### src/rtl/param_ram_ctrl.sv
// Single-port synchronous RAM that sweeps an init pattern into every word after each reset,
// with a 1-cycle registered read port and busy handshake. Optional parity: define RAM_PARITY_EN.
module param_ram_ctrl #(
  parameter int DATA_W    = 4,
  parameter int ADDR_W    = 4,
  parameter int INIT_MODE = 1,
  parameter int WR_FIRST  = 1
) (
  input  logic              clk,
  input  logic              rst,
  input  logic              we,
  input  logic              re,
  input  logic [ADDR_W-1:0] addr,
  input  logic [DATA_W-1:0] data_in,
`ifdef RAM_PARITY_EN
  input  logic              err_inject,
  output logic              parity_err,
`endif
  output logic [DATA_W-1:0] data_out,
  output logic              rd_valid,
  output logic              busy
);

  localparam int DEPTH = 2 ** ADDR_W;
`ifdef RAM_PARITY_EN
  localparam int PAR_W = 1;
`else
  localparam int PAR_W = 0;
`endif
  localparam int MEM_W = DATA_W + PAR_W;
  localparam int EXT_W = (DATA_W > ADDR_W) ? DATA_W : ADDR_W;

  typedef enum logic {S_INIT, S_READY} state_t;

  state_t            r_state, w_state_nxt;
  logic [ADDR_W-1:0] r_init_ptr, w_init_ptr_nxt;
  logic              w_mem_we, w_rd_en;
  logic [ADDR_W-1:0] w_mem_addr;
  logic [MEM_W-1:0]  w_mem_din, w_rd_word;
  logic [MEM_W-1:0]  r_mem [DEPTH];
  logic [DATA_W-1:0] r_data_p1;
  logic              r_vld_p1;

  function automatic logic [DATA_W-1:0] init_val(input logic [ADDR_W-1:0] idx);
    logic [EXT_W-1:0] ext;
    ext = EXT_W'(idx);
    return (INIT_MODE != 0) ? ext[DATA_W-1:0] : '0;
  endfunction

  // Stored word layout: {even-parity bit (if enabled), data}.
  function automatic logic [MEM_W-1:0] pack_word(input logic [DATA_W-1:0] d);
`ifdef RAM_PARITY_EN
    return {^d, d};
`else
    return d;
`endif
  endfunction

  always_ff @(posedge clk) begin
    if (rst) begin
      r_state    <= S_INIT;
      r_init_ptr <= '0;
    end else begin
      r_state    <= w_state_nxt;
      r_init_ptr <= w_init_ptr_nxt;
    end
  end

  always_comb begin
    w_state_nxt    = r_state;
    w_init_ptr_nxt = r_init_ptr;
    w_mem_we       = 1'b0;
    w_rd_en        = 1'b0;
    w_mem_addr     = addr;
    w_mem_din      = pack_word(data_in);
    if (r_state == S_INIT) begin
      w_mem_we       = 1'b1;
      w_mem_addr     = r_init_ptr;
      w_mem_din      = pack_word(init_val(r_init_ptr));
      w_init_ptr_nxt = r_init_ptr + ADDR_W'(1);
      if (r_init_ptr == '1) w_state_nxt = S_READY;
    end else begin
      w_mem_we = we;
      w_rd_en  = re;
`ifdef RAM_PARITY_EN
      w_mem_din = pack_word(data_in) ^ {err_inject, {DATA_W{1'b0}}};
`endif
    end
    // Memory is frozen while reset is held.
    if (rst) begin
      w_mem_we = 1'b0;
      w_rd_en  = 1'b0;
    end
  end

  assign w_rd_word = (w_mem_we && (WR_FIRST != 0)) ? w_mem_din : r_mem[addr];

  always_ff @(posedge clk) begin
    if (w_mem_we) r_mem[w_mem_addr] <= w_mem_din;
  end

  // Stage p1: registered read data and valid
  always_ff @(posedge clk) begin
    if (rst) begin
      r_vld_p1  <= 1'b0;
      r_data_p1 <= '0;
`ifdef RAM_PARITY_EN
      parity_err <= 1'b0;
`endif
    end else begin
      r_vld_p1 <= w_rd_en;
      if (w_rd_en) r_data_p1 <= w_rd_word[DATA_W-1:0];
`ifdef RAM_PARITY_EN
      parity_err <= w_rd_en && (^w_rd_word);
`endif
    end
  end

  assign data_out = r_data_p1;
  assign rd_valid = r_vld_p1;
  assign busy     = (r_state == S_INIT);

endmodule

### config.mk
export PLATFORM = sky130hd
export DESIGN_NAME = param_ram_ctrl
export DESIGN_NICKNAME = d
export VERILOG_FILES = /design/src/rtl/param_ram_ctrl.sv
export SDC_FILE = /design/constraint.sdc
export NUM_CORES = 1
export LEC_CHECK = 0
export CAP_MARGIN = 20
export CORE_ASPECT_RATIO = 0.5
export CORE_UTILIZATION = 63
export CTS_BUF_LIST = sky130_fd_sc_hd__clkbuf_16
export DETAILED_ROUTE_END_ITERATION = 12
export PLACE_DENSITY = 0.89
export SLEW_MARGIN = 25
export SYNTH_ARGS = -nofsm -noshare
export SYNTH_HDL_FRONTEND = slang
export SYNTH_SLANG_ARGS = --single-unit
### constraint.sdc
create_clock -name clk -period 4.9 [get_ports clk]
set_input_delay 0.98 -clock clk [delete_from_list [all_inputs] [get_ports clk]]
set_output_delay 0.98 -clock clk [all_outputs]
set_load 0.05 [all_outputs]
==> flow_summary.toml, run 1 <==
[die]
initial_utilization_pct = 68.6
io_pins = 18
rows = 17
fp.dieH_um = 52.1
coreArea_um2 = 4620
die_area_um2 = 5330
die_w_um = 102

[power_and_ir_drop]
p_leak_uw = 0.00119
pwr_density_cell_nw_per_um2 = 393
combPwrFrac_pct = 6.7
cellInternalPower_uw = 1120
ir_drop_v = 0.000194
p_sw_share_pct = 21.3
switching_power_uw = 304
pwr-share-clk_pct = 43.8
power.share.sequential_pct = 49.5

[route]
wl_per_cell_um = 26.8
wl_met1_mm = 2.83
wl_met3_mm = 1.12
antenna_left = 0
wirelength_mm = 7.70
highest_layer = "met4"
drtIter0Drc = 295
via_per_inst = 6.98
drc = 0
num_vias = 2003
route.met2.wl_mm = 3.38
first_pass_iters = 7

[critical_path]
end_kind = "flop"
worstPathRequired_ns = 4.86
crit_chain = "clkdlybuf4s50_1, mux2i_1, nor2_1, nand2_1, nor2_1"
crit_buf_inv = 1
crit_fanout = 18
start_kind = "input port"
cpMostUsedCell = "nor2_1"
critPathKind = "input port to flop"
r2r_setup_slack_ns = 2.67
cp_top_family = "buffers and inverters"
cp.arrival_ns = 3.23
cp_slowest_cell = "clkdlybuf4s50_1"
max_stage_delay_ns = 1.09

[sta]
fmax_ghz = 0.306
rsz0062_at_grt = "no"
fin_crit_ns = 3.26
hold_viol = 0
finClkSkew_ns = 0.00454
setup_viol = 0
setup_slack_ns = 1.64
fin_crit_sh_pct = 66.6
tns_ns = 0
worst_pin_slew_ns = 1.00
slew_viol_final = 0
maxSlewHeadroom_pct = 33.1

[grt]
grt_start_max_net_pins = 29
antenna_found_initial = 0
overflow = 0
grt_pass1_vias = 1890
grt_use_total_pct = 33.1
grt_first_pass_wirelength_mm = 11.6

[synth]
async_reset_ff_share_pct = 0
synth_seq_cells = 74
synth_area_um2 = 3170
syn_nets = 212
synth_edf_count = 64
yosysUniqueCellTypes = 33
ys_seq_area_share_pct = 67.0
ys_warn_count = 0
ys.flop_type = "edfxtp_1"
synthesis.instances = 199
synth_area_per_cell_um2 = 15.9

[clock_network]
clk_pin_slew_ns = 0.05
clockBufferDepth = 2
cts_tree = "built"
cts_num_sinks = 74
post_cts_buffers = 0
ctsResizeCount = 0
worstSkewPairLatency_ns = 0.33
root_buffer = "clkbuf_16"
htreeDepth = 3
cts_hold_buf = 0
cts_buffers = 9

[status]
outcome = "complete, no violations"

[job]
max-cap-violations = 0

[placed_design]
pre_cts_ws_ns = 1.50
gp_congestion = 0.881
port_buffers = 17
dp_hpwl_mm = 4.45
dp_cells = 272

[finish]
final_util_pct = 78.7
area_delta_synth_final_pct = 14.7
drive_above_1_share_pct = 16.7
stdcell_count = 287
final_nets = 230
antennaDiodeCount = 0

[min_path]
holdCritPathClass = "flop to flop"
-- logic make-up (layout without fill, tap and decap cells) --
logic type | Yosys count | after routing | synth area share [%]
simple gates | 60 | 60 | 8.33
mux | 20 | 20 | 13.3
fa+ha+maj | 1 | 1 | 0.395
xor+xnor | 4 | 4 | 1.34
buf+inv | 11 | 33 | 2.45
flops | 74 | 74 | 67.0
compound gates | 29 | 29 | 7.19
-- tightest hold or removal path: stages (launching register included) --
cell	delay [ns]
dfxtp_1	0.33
a21oi_1	0.15
a211oi_2	0.06
-- through the flow --
stage / hold WS, ns / total power (uW) / cell area [um^2]
after floorplan: 0.520 / 776 / 3170
after global placement: 0.550 / 801 / 3350
after detailed placement: 0.549 / 807 / 3350
after CTS: 0.586 / 1420 / 3630
after global routing: 0.613 / 1450 / 3630
final: 0.594 / 1430 / 3630
-- metal layers --
layer / global-route usage (%) / vias up
met2: 49.0 / 202
met5: 0 / -
met1: 44.8 / 946
li1: - / 808
met4: 14.3 / 0
met3: 11.8 / 47
-- layout make-up --
class / count / area (um^2)
fillers: 223 / 983
clock buffers: 9 / 225
repair buffers: 17 / 170
multi-input cells: 114 / 968
clock inverters: 6 / 58.8
well taps: 66 / 82.6
flip-flops and latches: 74 / 2120
inverters: 1 / 3.75
-- flip-flops by register name, indices dropped and copies added (netlist names) --
register    cells
r_state         1
rd_valid        1
r_init_ptr      4
data_out        4
r_mem          64
-- cells in the final DEF, fill, tap and decap left out, types with 3 or more instances in the layout --
| cell type | synthesis | final |
|---|---|---|
| clkdlybuf4s50_1 | 0 | 17 |
| mux4_1 | 5 | 5 |
| edfxtp_1 | 64 | 64 |
| nand2_1 | 16 | 16 |
| a211oi_2 | 4 | 4 |
| a31o_2 | 3 | 3 |
| nor2b_1 | 6 | 6 |
| clkbuf_16 | 0 | 9 |
| nand3_1 | 6 | 6 |
| a22oi_1 | 4 | 4 |
| mux4_2 | 11 | 11 |
| nor2_1 | 26 | 26 |
| a21oi_1 | 12 | 12 |
| dfxtp_1 | 10 | 9 |
-- power by group through the flow --
stage	clock network (uW)	registers [uW]	logic, uW
finish	624	706	96.0
global route	647	706	100
CTS	622	705	93.4
detailed placement	0	718	89.3
global placement	0	717	84.1
floorplan	0	714	62.2
-- final timing paths --
| path | start | endpoint | cells after the start |
|---|---|---|---|
| worst max register to register | r_state | r_mem[0][2] | 4 |
| worst min register to register | data_out[1] | data_out[1] | 2 |
| worst max-delay path | addr[3] | r_mem[12][0] | 5 |
| worst min-delay path | data_out[1] | data_out[1] | 2 |
-- Yosys cell counts (3+ instances only) --
library cell / number / share of area [%]
edfxtp_1: 64 / 61
nor2_1: 26 / 3.1
nand2_1: 16 / 1.9
a21oi_1: 12 / 1.9
mux4_2: 11 / 7.8
dfxtp_1: 10 / 6.3
nand3_1: 6 / 0.95
nor2b_1: 6 / 1.2
mux4_1: 5 / 4.1
a211oi_2: 4 / 1.6
a22oi_1: 4 / 0.95
buf_6: 4 / 1.4
a31o_2: 3 / 0.83
(Power assumes the default switching activity.)
==> inputs of run 2 (changes only) <==
--- a/config.mk
+++ b/config.mk
@@ -7,10 +7,10 @@
 export LEC_CHECK = 0
 export CAP_MARGIN = 20
 export CORE_ASPECT_RATIO = 0.5
-export CORE_UTILIZATION = 63
+export CORE_UTILIZATION = 53
 export CTS_BUF_LIST = sky130_fd_sc_hd__clkbuf_16
 export DETAILED_ROUTE_END_ITERATION = 12
-export PLACE_DENSITY = 0.89
+export PLACE_DENSITY = 0.8
 export SLEW_MARGIN = 25
 export SYNTH_ARGS = -nofsm -noshare
 export SYNTH_HDL_FRONTEND = slang
==> constraint.sdc (replaced) <==
create_clock -name clk -period 2.9 [get_ports clk]
set_input_delay 0.58 -clock clk [delete_from_list [all_inputs] [get_ports clk]]
set_output_delay 0.58 -clock clk [all_outputs]
set_load 0.05 [all_outputs]
==> run 2 against run 1 <==
The run now ends with DRC left. First-iteration DRC count shrank 16%. Sequential power increased by 69%. Clock skew barely moved. Critical path type unchanged. Largest cell class unchanged. Largest power group unchanged.
==> flow_summary.toml, run 2 (same netlist as run 1, synthesis figures left out) <==
[status]
outcome = "complete, but fails checks"
violations = "DRC"

[clock_network]
clk_pin_slew_ns = 0.06
cts_num_sinks = 74
post_cts_buffers = 0
worstSkewPairLatency_ns = 0.33
clockBufferDepth = 2
cts_buffers = 9
root_buffer = "clkbuf_16"
ctsResizeCount = 0
htreeDepth = 3
cts_tree = "built"
cts_hold_buf = 0

[critical_path]
reg2reg_from = "r_state"
crit_chain = "clkdlybuf4s50_1, buf_4, nor2b_1, a22oi_1, a31o_2, a211oi_2"
cp_slowest_cell = "clkdlybuf4s50_1"
critPathKind = "input port to flop"
r2r_setup_slack_ns = 0.74
worstReg2RegEnd = "r_mem[5][2]"
cp.arrival_ns = 2.52
end_kind = "flop"
worstPathRequired_ns = 3.15
r2r_cells = 5
start_kind = "input port"
max_stage_delay_ns = 0.77
crit_fanout = 9

[route]
num_vias = 1919
first_pass_iters = 11
wirelength_mm = 6.59
drtIter0Drc = 247
drc = 4
via_per_inst = 6.38
antenna_left = 0
wl_per_cell_um = 21.9

[sta]
worst_pin_slew_ns = 0.568
fin_crit_sh_pct = 78.0
rsz0062_at_grt = "no"
setup_slack_ns = 0.637
tns_ns = 0
maxSlewHeadroom_pct = 62.0
setup_viol = 0
fmax_ghz = 0.442
fin_crit_ns = 2.26
hold_viol = 0
slew_viol_final = 0
finClkSkew_ns = 0.00411

[power_and_ir_drop]
ir_drop_v = 0.000363
pwr_density_cell_nw_per_um2 = 675
p_leak_uw = 0.00124

[finish]
fillers = 367
antennaDiodeCount = 0
seqCellArea_um2 = 2120
area_delta_synth_final_pct = 17.8
top_register = "r_mem"
largest_reg_flops = 64
layout_commonest_cell = "edfxtp_1"
final_nets = 236
final_cell_mix = "edfxtp_1, nor2_1, clkdlybuf4s50_1"
drive_above_1_share_pct = 18.9
multi_input_area_um2 = 968

[job]
max-cap-violations = 0

[die]
fp.dieH_um = 56.7
io_pins = 18
die_area_um2 = 6310
coreArea_um2 = 5610
rows = 19
initial_utilization_pct = 56.5
die_w_um = 111

[min_path]
hold_path.startpoint = "data_out[3]"
worstHoldPathCells = 2
holdCritPathClass = "flop to flop"
whs_endpoint = "data_out[3]"

[grt]
antenna_found_initial = 0
grt_pass1_vias = 1885
grt_use_total_pct = 23.0
overflow = 0
grt_first_pass_wirelength_mm = 10.2
grt_start_max_net_pins = 21

[placed_design]
pre_cts_ws_ns = 0.330
port_buffers = 17
dp_hpwl_mm = 4.34
gp_congestion = 0.858
run 2: through the flow:
step	total power [uW]	instance area [um^2]	hold slack, ns	util [%]	std cells
floorplan	1310	3170	0.520	-	199
global placement	1360	3410	0.551	60.8	285
detailed placement	1370	3410	0.547	60.8	285
CTS	2530	3730	0.561	66.5	301
global route	2580	3730	0.595	66.5	301
finish	2520	3730	0.569	66.5	301
run 2: critical path, delay by kind of cell:
family / cells / cell delay, ns
compound gates: 3 / 0.64
simple gates: 1 / 0.29
buf+inv: 2 / 1.00
run 2: power by group:
group | internal (uW) | switching, uW
registers | 1180 | 11.7
logic | 67.9 | 92.7
clock network | 751 | 418
total | 2000 | 523
run 2: worst max-delay path by stage:
stage          startpoint           to  cells after the start
3_3_place_gp      addr[2]  data_out[0]                      5
4_1_cts           addr[2]  data_out[3]                      6
5_1_grt           addr[2]  data_out[3]                      6
2_1_floorplan     addr[3]  r_mem[5][0]                      6
3_5_place_dp      addr[2]  data_out[2]                      5
6_report          addr[2]  data_out[3]                      6
run 2: cell type report:
class,instances,share of cell area [%]
sequential,74,56.9
multi-input combinational,114,26.0
timing repair buffer,23,6.10
clock buffer,9,6.04
clock inverter,7,2.48
tap,73,2.45
inverter,1,0.101
run 2: routing by layer:
layer	up-vias	routed length [um]	global-route usage [%]
met5	-	0	0
met4	0	163	7.14
met3	21	643	9.50
met2	128	2990	34.4
met1	948	2790	30.8
li1	822	-	-
==> inputs of run 3 (changes only) <==
==> constraint.sdc (replaced) <==
create_clock -name clk -period 2 [get_ports clk]
set_input_delay 0.4 -clock clk [delete_from_list [all_inputs] [get_ports clk]]
set_output_delay 0.4 -clock clk [all_outputs]
set_load 0.05 [all_outputs]
==> run 3 against run 2 <==
The run still ends with DRC left. Die area unchanged. Clock-buffer cell count did not move. Cell count rose by 8.6%. Via count up 2.3%. Wire length rose by 5.9%. Power is 48% higher. Clock power grew 48%. Hold slack about the same. Sequential power rose by 45%. Register-to-register slack lost 0.50 ns. Non-clock buffer count increased by 26. Highest routed layer unchanged.
==> flow_summary.toml, run 3 (same netlist as run 1, synthesis figures left out) <==
[status]
outcome = "complete, but fails checks"
violations = "DRC"

[finish]
largest_reg_flops = 64
layout_commonest_cell = "edfxtp_1"
stdcell_area_um2 = 3970
antennaDiodeCount = 0
final_nets = 262
final_cell_mix = "edfxtp_1, buf_4, nor2_1"
top_register = "r_mem"
fillers = 332
area_delta_synth_final_pct = 25.3
drive_above_1_share_pct = 28.0

[placed_design]
gp_congestion = 0.886
place_area_um2 = 3640
dp_hpwl_mm = 4.76
pre_cts_ws_ns = -0.268
port_buffers = 17

[critical_path]
worstPathRequired_ns = 2.22
end_kind = "flop"
worstReg2RegEnd = "r_mem[4][1]"
crit_buf_inv = 2
max_stage_delay_ns = 0.56
cp_top_family = "buffers and inverters"
cp.depth = 6
critPathLaunch = "addr[0]"
critPathKind = "input port to flop"
cp_slowest_cell = "mux4_1"
start_kind = "input port"
reg2reg_from = "r_state"
r2r_cells = 4
cp-endpoint = "data_out[1]"
r2r_setup_slack_ns = 0.24
crit_fanout = 15
cp.arrival_ns = 2.14
crit_chain = "clkdlybuf4s50_1, buf_12, mux4_1, a22oi_1, a31o_2, a211oi_2"

[clock_network]
cts_hold_buf = 0
htreeDepth = 3
ctsResizeCount = 0
cts_num_sinks = 74
clockBufferDepth = 2
worstSkewPairLatency_ns = 0.33
clk_pin_slew_ns = 0.06
root_buffer = "clkbuf_16"
cts_buffers = 9
cts_tree = "built"
post_cts_buffers = 0

[die]
initial_utilization_pct = 56.5
die_area_um2 = 6310
fp.dieH_um = 56.7
io_pins = 18
rows = 19
coreArea_um2 = 5610
die_w_um = 111

[grt]
grt_first_pass_wirelength_mm = 10.9
antenna_found_initial = 0
grt_start_max_net_pins = 17
grt_use_total_pct = 24.7
grt_pass1_vias = 1937
overflow = 0

[job]
max-cap-violations = 0

[sta]
finClkSkew_ns = 0.00702
fin_crit_sh_pct = 96.1
rsz0062_at_grt = "no"
fin_crit_ns = 1.92
maxSlewHeadroom_pct = 62.1
hold_viol = 0
setup_slack_ns = 0.0789
slew_viol_final = 0
setup_viol = 0
worst_pin_slew_ns = 0.567
holdWs_ns = 0.569
fmax_ghz = 0.521

[route]
drc = 4
drtIter0Drc = 202
first_pass_iters = 9
via_per_inst = 6.01
wl_per_cell_um = 21.3
wirelength_mm = 6.98
antenna_left = 0
num_vias = 1964

[power_and_ir_drop]
pwr_density_cell_nw_per_um2 = 940
ir_drop_v = 0.000476
p_leak_uw = 0.00139

[min_path]
worstHoldPathCells = 2
holdCritPathClass = "flop to flop"
==> run 3: per-stage QoR <==
| stage | setup TNS (ns) | power, uW | instances | utilization (%) |
|---|---|---|---|---|
| finish | 0 | 3730 | 327 | 70.8 |
| global route | 0 | 3830 | 327 | 70.8 |
| CTS | 0 | 3750 | 327 | 70.8 |
| detailed placement | -8.54 | 2030 | 311 | 64.9 |
| global placement | -6.18 | 2020 | 311 | 64.9 |
| floorplan | 0 | 1900 | 199 | - |
==> run 3: area by class of cell <==
type                            instances  area, um^2  area share (%)
Sequential cell                        74        2120            53.5
Multi-Input combinational cell        114         968            24.4
Timing Repair Buffer                   49         458            11.5
Clock buffer                            9         225            5.67
Clock inverter                          7         101            2.55
Tap cell                               73        91.3            2.30
Inverter                                1        3.75          0.0945
==> run 3: layer usage <==
metal	wire [um]	share of wire, %	vias to the layer above	GRT usage (%)
met1	2930	42	949	33.7
met5	0	0	-	0
li1	-	-	885	-
met2	3200	46	111	36.2
met3	692	9.9	19	8.64
met4	163	2.3	0	11.2
==> run 3: how the worst min path moves through the flow <==
stage | slack (ns) | startpoint | end
2_1_floorplan | 0.52 | r_init_ptr[2] | r_state
3_3_place_gp | 0.55 | data_out[1] | data_out[1]
3_5_place_dp | 0.56 | data_out[1] | data_out[1]
4_1_cts | 0.57 | data_out[1] | data_out[1]
5_1_grt | 0.58 | data_out[2] | data_out[2]
6_report | 0.57 | data_out[0] | data_out[0]
==> run 3: power breakdown <==
part           internal (uW)  total [uW]  switching (uW)
Sequential              1710        1730            18.0
Clock                   1100        1730             625
Combinational            133         278             145
Total                   2940        3730             788
==> run 3: worst register-to-register path, delay by kind of cell, from the launching register on <==
family        cells  cell delay [ns]
mux               1             0.28
flops             1             0.39
simple gates      3             0.75
==> RTL edit 1, RTL diff (flow settings as in run 3) <==
Set the parameter `WR_FIRST` to 0 (it was 1).
--- a/src/rtl/param_ram_ctrl.sv
+++ b/src/rtl/param_ram_ctrl.sv
@@ -4,7 +4,7 @@
   parameter int DATA_W    = 4,
   parameter int ADDR_W    = 4,
   parameter int INIT_MODE = 1,
-  parameter int WR_FIRST  = 1
+  parameter int WR_FIRST  = 0
 ) (
   input  logic              clk,
   input  logic              rst,
Check against the original RTL: same outputs for any inputs over 10 cycles, from zero or initial values and one cycle with rst high; that may be too few to reach the edited logic, so the function may still have changed.
==> RTL edit 1 against run 3 <==
Setup slack improved by 0.016 ns. Sequential cell count unchanged. Wire length down 2.5%. Area after synthesis down 1.9%. Design area down 5.0%. Critical path depth fell by 3. Power fell by 5.6%. Largest cell class unchanged. Largest power group unchanged.
==> RTL edit 1: results (changes against run 3) <==
metric,value,unit,change
cp_max_fo,11,,was 15
routed-wl-met2,2.95,mm,was 3.20 mm
synthTopCellsByArea,"edfxtp_1, mux2i_1, dfxtp_1",,"was edfxtp_1, mux4_2, dfxtp_1"
grt_use_met3,0.118,,was 0.0864
track_usage,0.250,,was 0.247
crit_arrival,1.89,ns,was 2.14 ns
m1WireLength,2.91,mm,was 2.93 mm
syn_inst,223,,was 199
grt_max_degree,18,,was 17
ys_seq_area_frac,0.682,,was 0.670
gr-usage-met1,0.346,,was 0.337
hold_path.startpoint,data_out[2],,was data_out[0]
dr.pass1.iters,5,,was 9
via_count,2049,,was 1964
cts.hold.buffers_added,0,,unchanged
switching_share,0.215,,was 0.211
stdcell_count,341,,was 327
met2_usage,0.352,,was 0.362
regToRegSetupSlack,0.09,ns,was 0.24 ns
place_ws,-0.136,ns,was -0.268 ns
min_to,data_out[2],,was data_out[0]
ir_worst_vdd,1.04,mV,was 0.476 mV
dr_wl_met3,757,um,was 692 um
hpwl,4.67,mm,was 4.76 mm
num-nets-final,276,,was 262
holdWs,0.459,ns,was 0.569 ns
wirelength,6.81,mm,was 6.98 mm
syn_nets,236,,was 212
worstReg2RegEnd,r_mem[13][2],,was r_mem[4][1]
numCtsBuffers,9,,unchanged
status,completed,,"was complete, but fails checks"
min_path_cells,2,,unchanged
placedCellCount,325,,was 311
path_clk_slew,0.06,ns,about the same
ys_top_cells_by_count,"edfxtp_1, mux2i_1, nor2_1",,"was edfxtp_1, nor2_1, nand2_1"
synth_edf_count,64,,unchanged
static-leakage-power,1.37,nW,was 1.39 nW
place_congestion,0.933,,was 0.886
fin_skew,0.00432,ns,was 0.00702 ns
drive_gt1_frac,0.160,,was 0.280
drt_iter0_drc,192,,was 202
placed_cell_area,3470,sq um,was 3640 sq um
io_buffers,17,,unchanged
reg2reg_depth,3,,was 4
grt_pass1_wl,10.5,mm,was 10.9 mm
tightest_slew,0.516,ns,was 0.567 ns
RTL edit 1: power by group through the flow:
stage | Sequential (mW) | Combinational, mW | Clock (mW)
3_5_place_dp | 1.75 | 0.224 | 0
3_3_place_gp | 1.75 | 0.218 | 0
2_1_floorplan | 1.75 | 0.132 | 0
5_1_grt | 1.72 | 0.250 | 1.66
6_report | 1.72 | 0.233 | 1.57
4_1_cts | 1.72 | 0.227 | 1.58
RTL edit 1: layout make-up:
| class | count | area [sq um] |
|---|---|---|
| Inverter | 2 | 7.51 |
| Clock inverter | 7 | 70.1 |
| Timing Repair Buffer | 39 | 345 |
| Sequential cell | 74 | 2120 |
| Tap cell | 73 | 91.3 |
| Clock buffer | 9 | 225 |
| Multi-Input combinational cell | 137 | 910 |
| Fill cell | 371 | 1790 |
RTL edit 1: worst max path at each step:
| stage | start | end | slack (ns) | depth (start not counted) |
|---|---|---|---|---|
| after floorplan | r_state | r_mem[1][0] | 0.37 | 3 |
| after global placement | addr[1] | r_mem[1][3] | -0.11 | 4 |
| after detailed placement | addr[1] | r_mem[1][3] | -0.14 | 4 |
| after CTS | r_state | r_mem[1][1] | 0.07 | 3 |
| after global routing | r_state | r_mem[13][0] | 0.002 | 3 |
| final | r_state | r_mem[13][2] | 0.09 | 3 |
RTL edit 1: cell families after synthesis:
| group | after synthesis | share of synthesized area |
|---|---|---|
| buffers and inverters | 12 | 0.0258 |
| flip-flops | 74 | 0.682 |
| AND/OR/NAND/NOR | 78 | 0.115 |
| AO/OA/AOI/OAI | 21 | 0.0451 |
| multiplexers | 35 | 0.122 |
| XOR/XNOR | 2 | 0.00563 |
| adder cells (fa/ha/maj) | 1 | 0.00402 |
RTL edit 1: worst max-delay path, stage by stage (launching register included):
cell and delay, ns:
dfxtp_1 0.57, inv_1 0.17, o32a_1 0.44, nor2_1 0.37
==> RTL edit 2, RTL diff (config.mk and constraints of run 3) <==
Made on the original files. Add an input register stage for `addr`, cleared by the reset; this delays it by one clock. The other inputs are not delayed to match.
--- a/src/rtl/param_ram_ctrl.sv
+++ b/src/rtl/param_ram_ctrl.sv
@@ -31,6 +31,16 @@
   localparam int EXT_W = (DATA_W > ADDR_W) ? DATA_W : ADDR_W;
 
   typedef enum logic {S_INIT, S_READY} state_t;
+
+  logic [ADDR_W-1:0] addr_q;
+
+  always_ff @(posedge clk) begin
+    if (rst) begin
+      addr_q <= '0;
+    end else begin
+      addr_q <= addr;
+    end
+  end
 
   state_t            r_state, w_state_nxt;
   logic [ADDR_W-1:0] r_init_ptr, w_init_ptr_nxt;
@@ -71,7 +81,7 @@
     w_init_ptr_nxt = r_init_ptr;
     w_mem_we       = 1'b0;
     w_rd_en        = 1'b0;
-    w_mem_addr     = addr;
+    w_mem_addr     = addr_q;
     w_mem_din      = pack_word(data_in);
     if (r_state == S_INIT) begin
       w_mem_we       = 1'b1;
@@ -93,7 +103,7 @@
     end
   end
 
-  assign w_rd_word = (w_mem_we && (WR_FIRST != 0)) ? w_mem_din : r_mem[addr];
+  assign w_rd_word = (w_mem_we && (WR_FIRST != 0)) ? w_mem_din : r_mem[addr_q];
 
   always_ff @(posedge clk) begin
     if (w_mem_we) r_mem[w_mem_addr] <= w_mem_din;
Formal check against the unedited RTL: no difference found for any inputs over 10 cycles, from zero or initial values and one cycle with rst high; that may be too few to reach the edited logic, so the function may still have changed.
==> RTL edit 2 against run 3 <==
Wire length shrank 8.3%. Area after synthesis grew 2.4%. Count of clock-buffer cells in the layout is the same. Sequential power grew 5%. Register-to-register slack lost 0.14 ns. Combinational power shrank 20%. Cell count shrank 5.2%. Power shrank 7.0%. Sequential cell count grew 4. First-iteration DRC count grew 24%. Design area shrank 3.8%. Global-route usage shrank 3.5 points. Synthesized cell count grew 1.0%. Setup slack gained 0.024 ns. Critical endpoint unchanged. Largest power group unchanged.
==> RTL edit 2: results (changes against run 3) <==
metric,value,unit,change
hpwl,4.18,mm,was 4.76 mm
ys_top_cells_by_count,"edfxtp_1, nor2_1, nand2_1",,unchanged
grt_pass1_vias,1732,,was 1937
pwr_density_cell,908,nW/um^2,was 940 nW/um^2
met2_usage,0.332,,was 0.362
grt_use_met3,0.0744,,was 0.0864
clock_sinks,78,,was 74
inverters,2,,was 1
wire_per_inst,20.6,um,was 21.3 um
clk-power,1.43,mW,was 1.73 mW
tightest_slew,0.650,ns,was 0.567 ns
via_count,1866,,was 1964
stdcell_count,310,,was 327
placedCellCount,294,,was 311
fin_skew,0.00471,ns,was 0.00702 ns
grt_max_degree,20,,was 17
static-leakage-power,1.31,nW,was 1.39 nW
status,completed,,"was complete, but fails checks"
grt_pass1_wl,9.44,mm,was 10.9 mm
buf_share,0.0747,,was 0.115
critPathMaxStageDelay,0.64,ns,was 0.56 ns
dr.pass1.iters,5,,was 9
multi_input_gates,110,,was 114
ir_worst_vdd,0.561,mV,was 0.476 mV
num-nets-final,245,,was 262
sh_seq_area,0.576,,was 0.535
drt_iter0_drc,251,,was 202
switching_share,0.216,,was 0.211
synth.distinct_cells,35,,was 33
p_switching,0.749,mW,was 0.788 mW
gr-usage-met1,0.280,,was 0.337
track_usage,0.212,,was 0.247
place_congestion,0.901,,was 0.886
synthTopCellsByArea,"edfxtp_1, mux4_1, dfxtp_1",,"was edfxtp_1, mux4_2, dfxtp_1"
multi_input_area_share,0.253,,was 0.244
## RTL edit 2: worst paths after layout
check         startpoint     endpoint  slack [ns]  depth (start not counted)
min          data_out[3]  data_out[3]        0.51                          2
max reg2reg    addr_q[0]  data_out[1]        0.10                          5
min reg2reg  data_out[3]  data_out[3]        0.51                          2
max            addr_q[0]  data_out[1]        0.10                          5
## RTL edit 2: kinds of logic (layout without fill, tap and decap cells)
family                   count (synthesis)  after routing  synth area share
AO/OA/AOI/OAI                           20             20            0.0520
XOR/XNOR                                 2              2           0.00540
adder cells (fa/ha/maj)                  1              1           0.00385
buffers and inverters                   13             49            0.0262
flip-flops                              78             78             0.678
multiplexers                            20             20             0.143
AND/OR/NAND/NOR                         67             67            0.0914
## RTL edit 2: worst reg2reg max path, delay by kind of cell (launching register included)
kind	cells	cell delay [ns]
compound gates	3	0.57
buf+inv	1	0.19
flops	1	0.36
mux	1	0.65
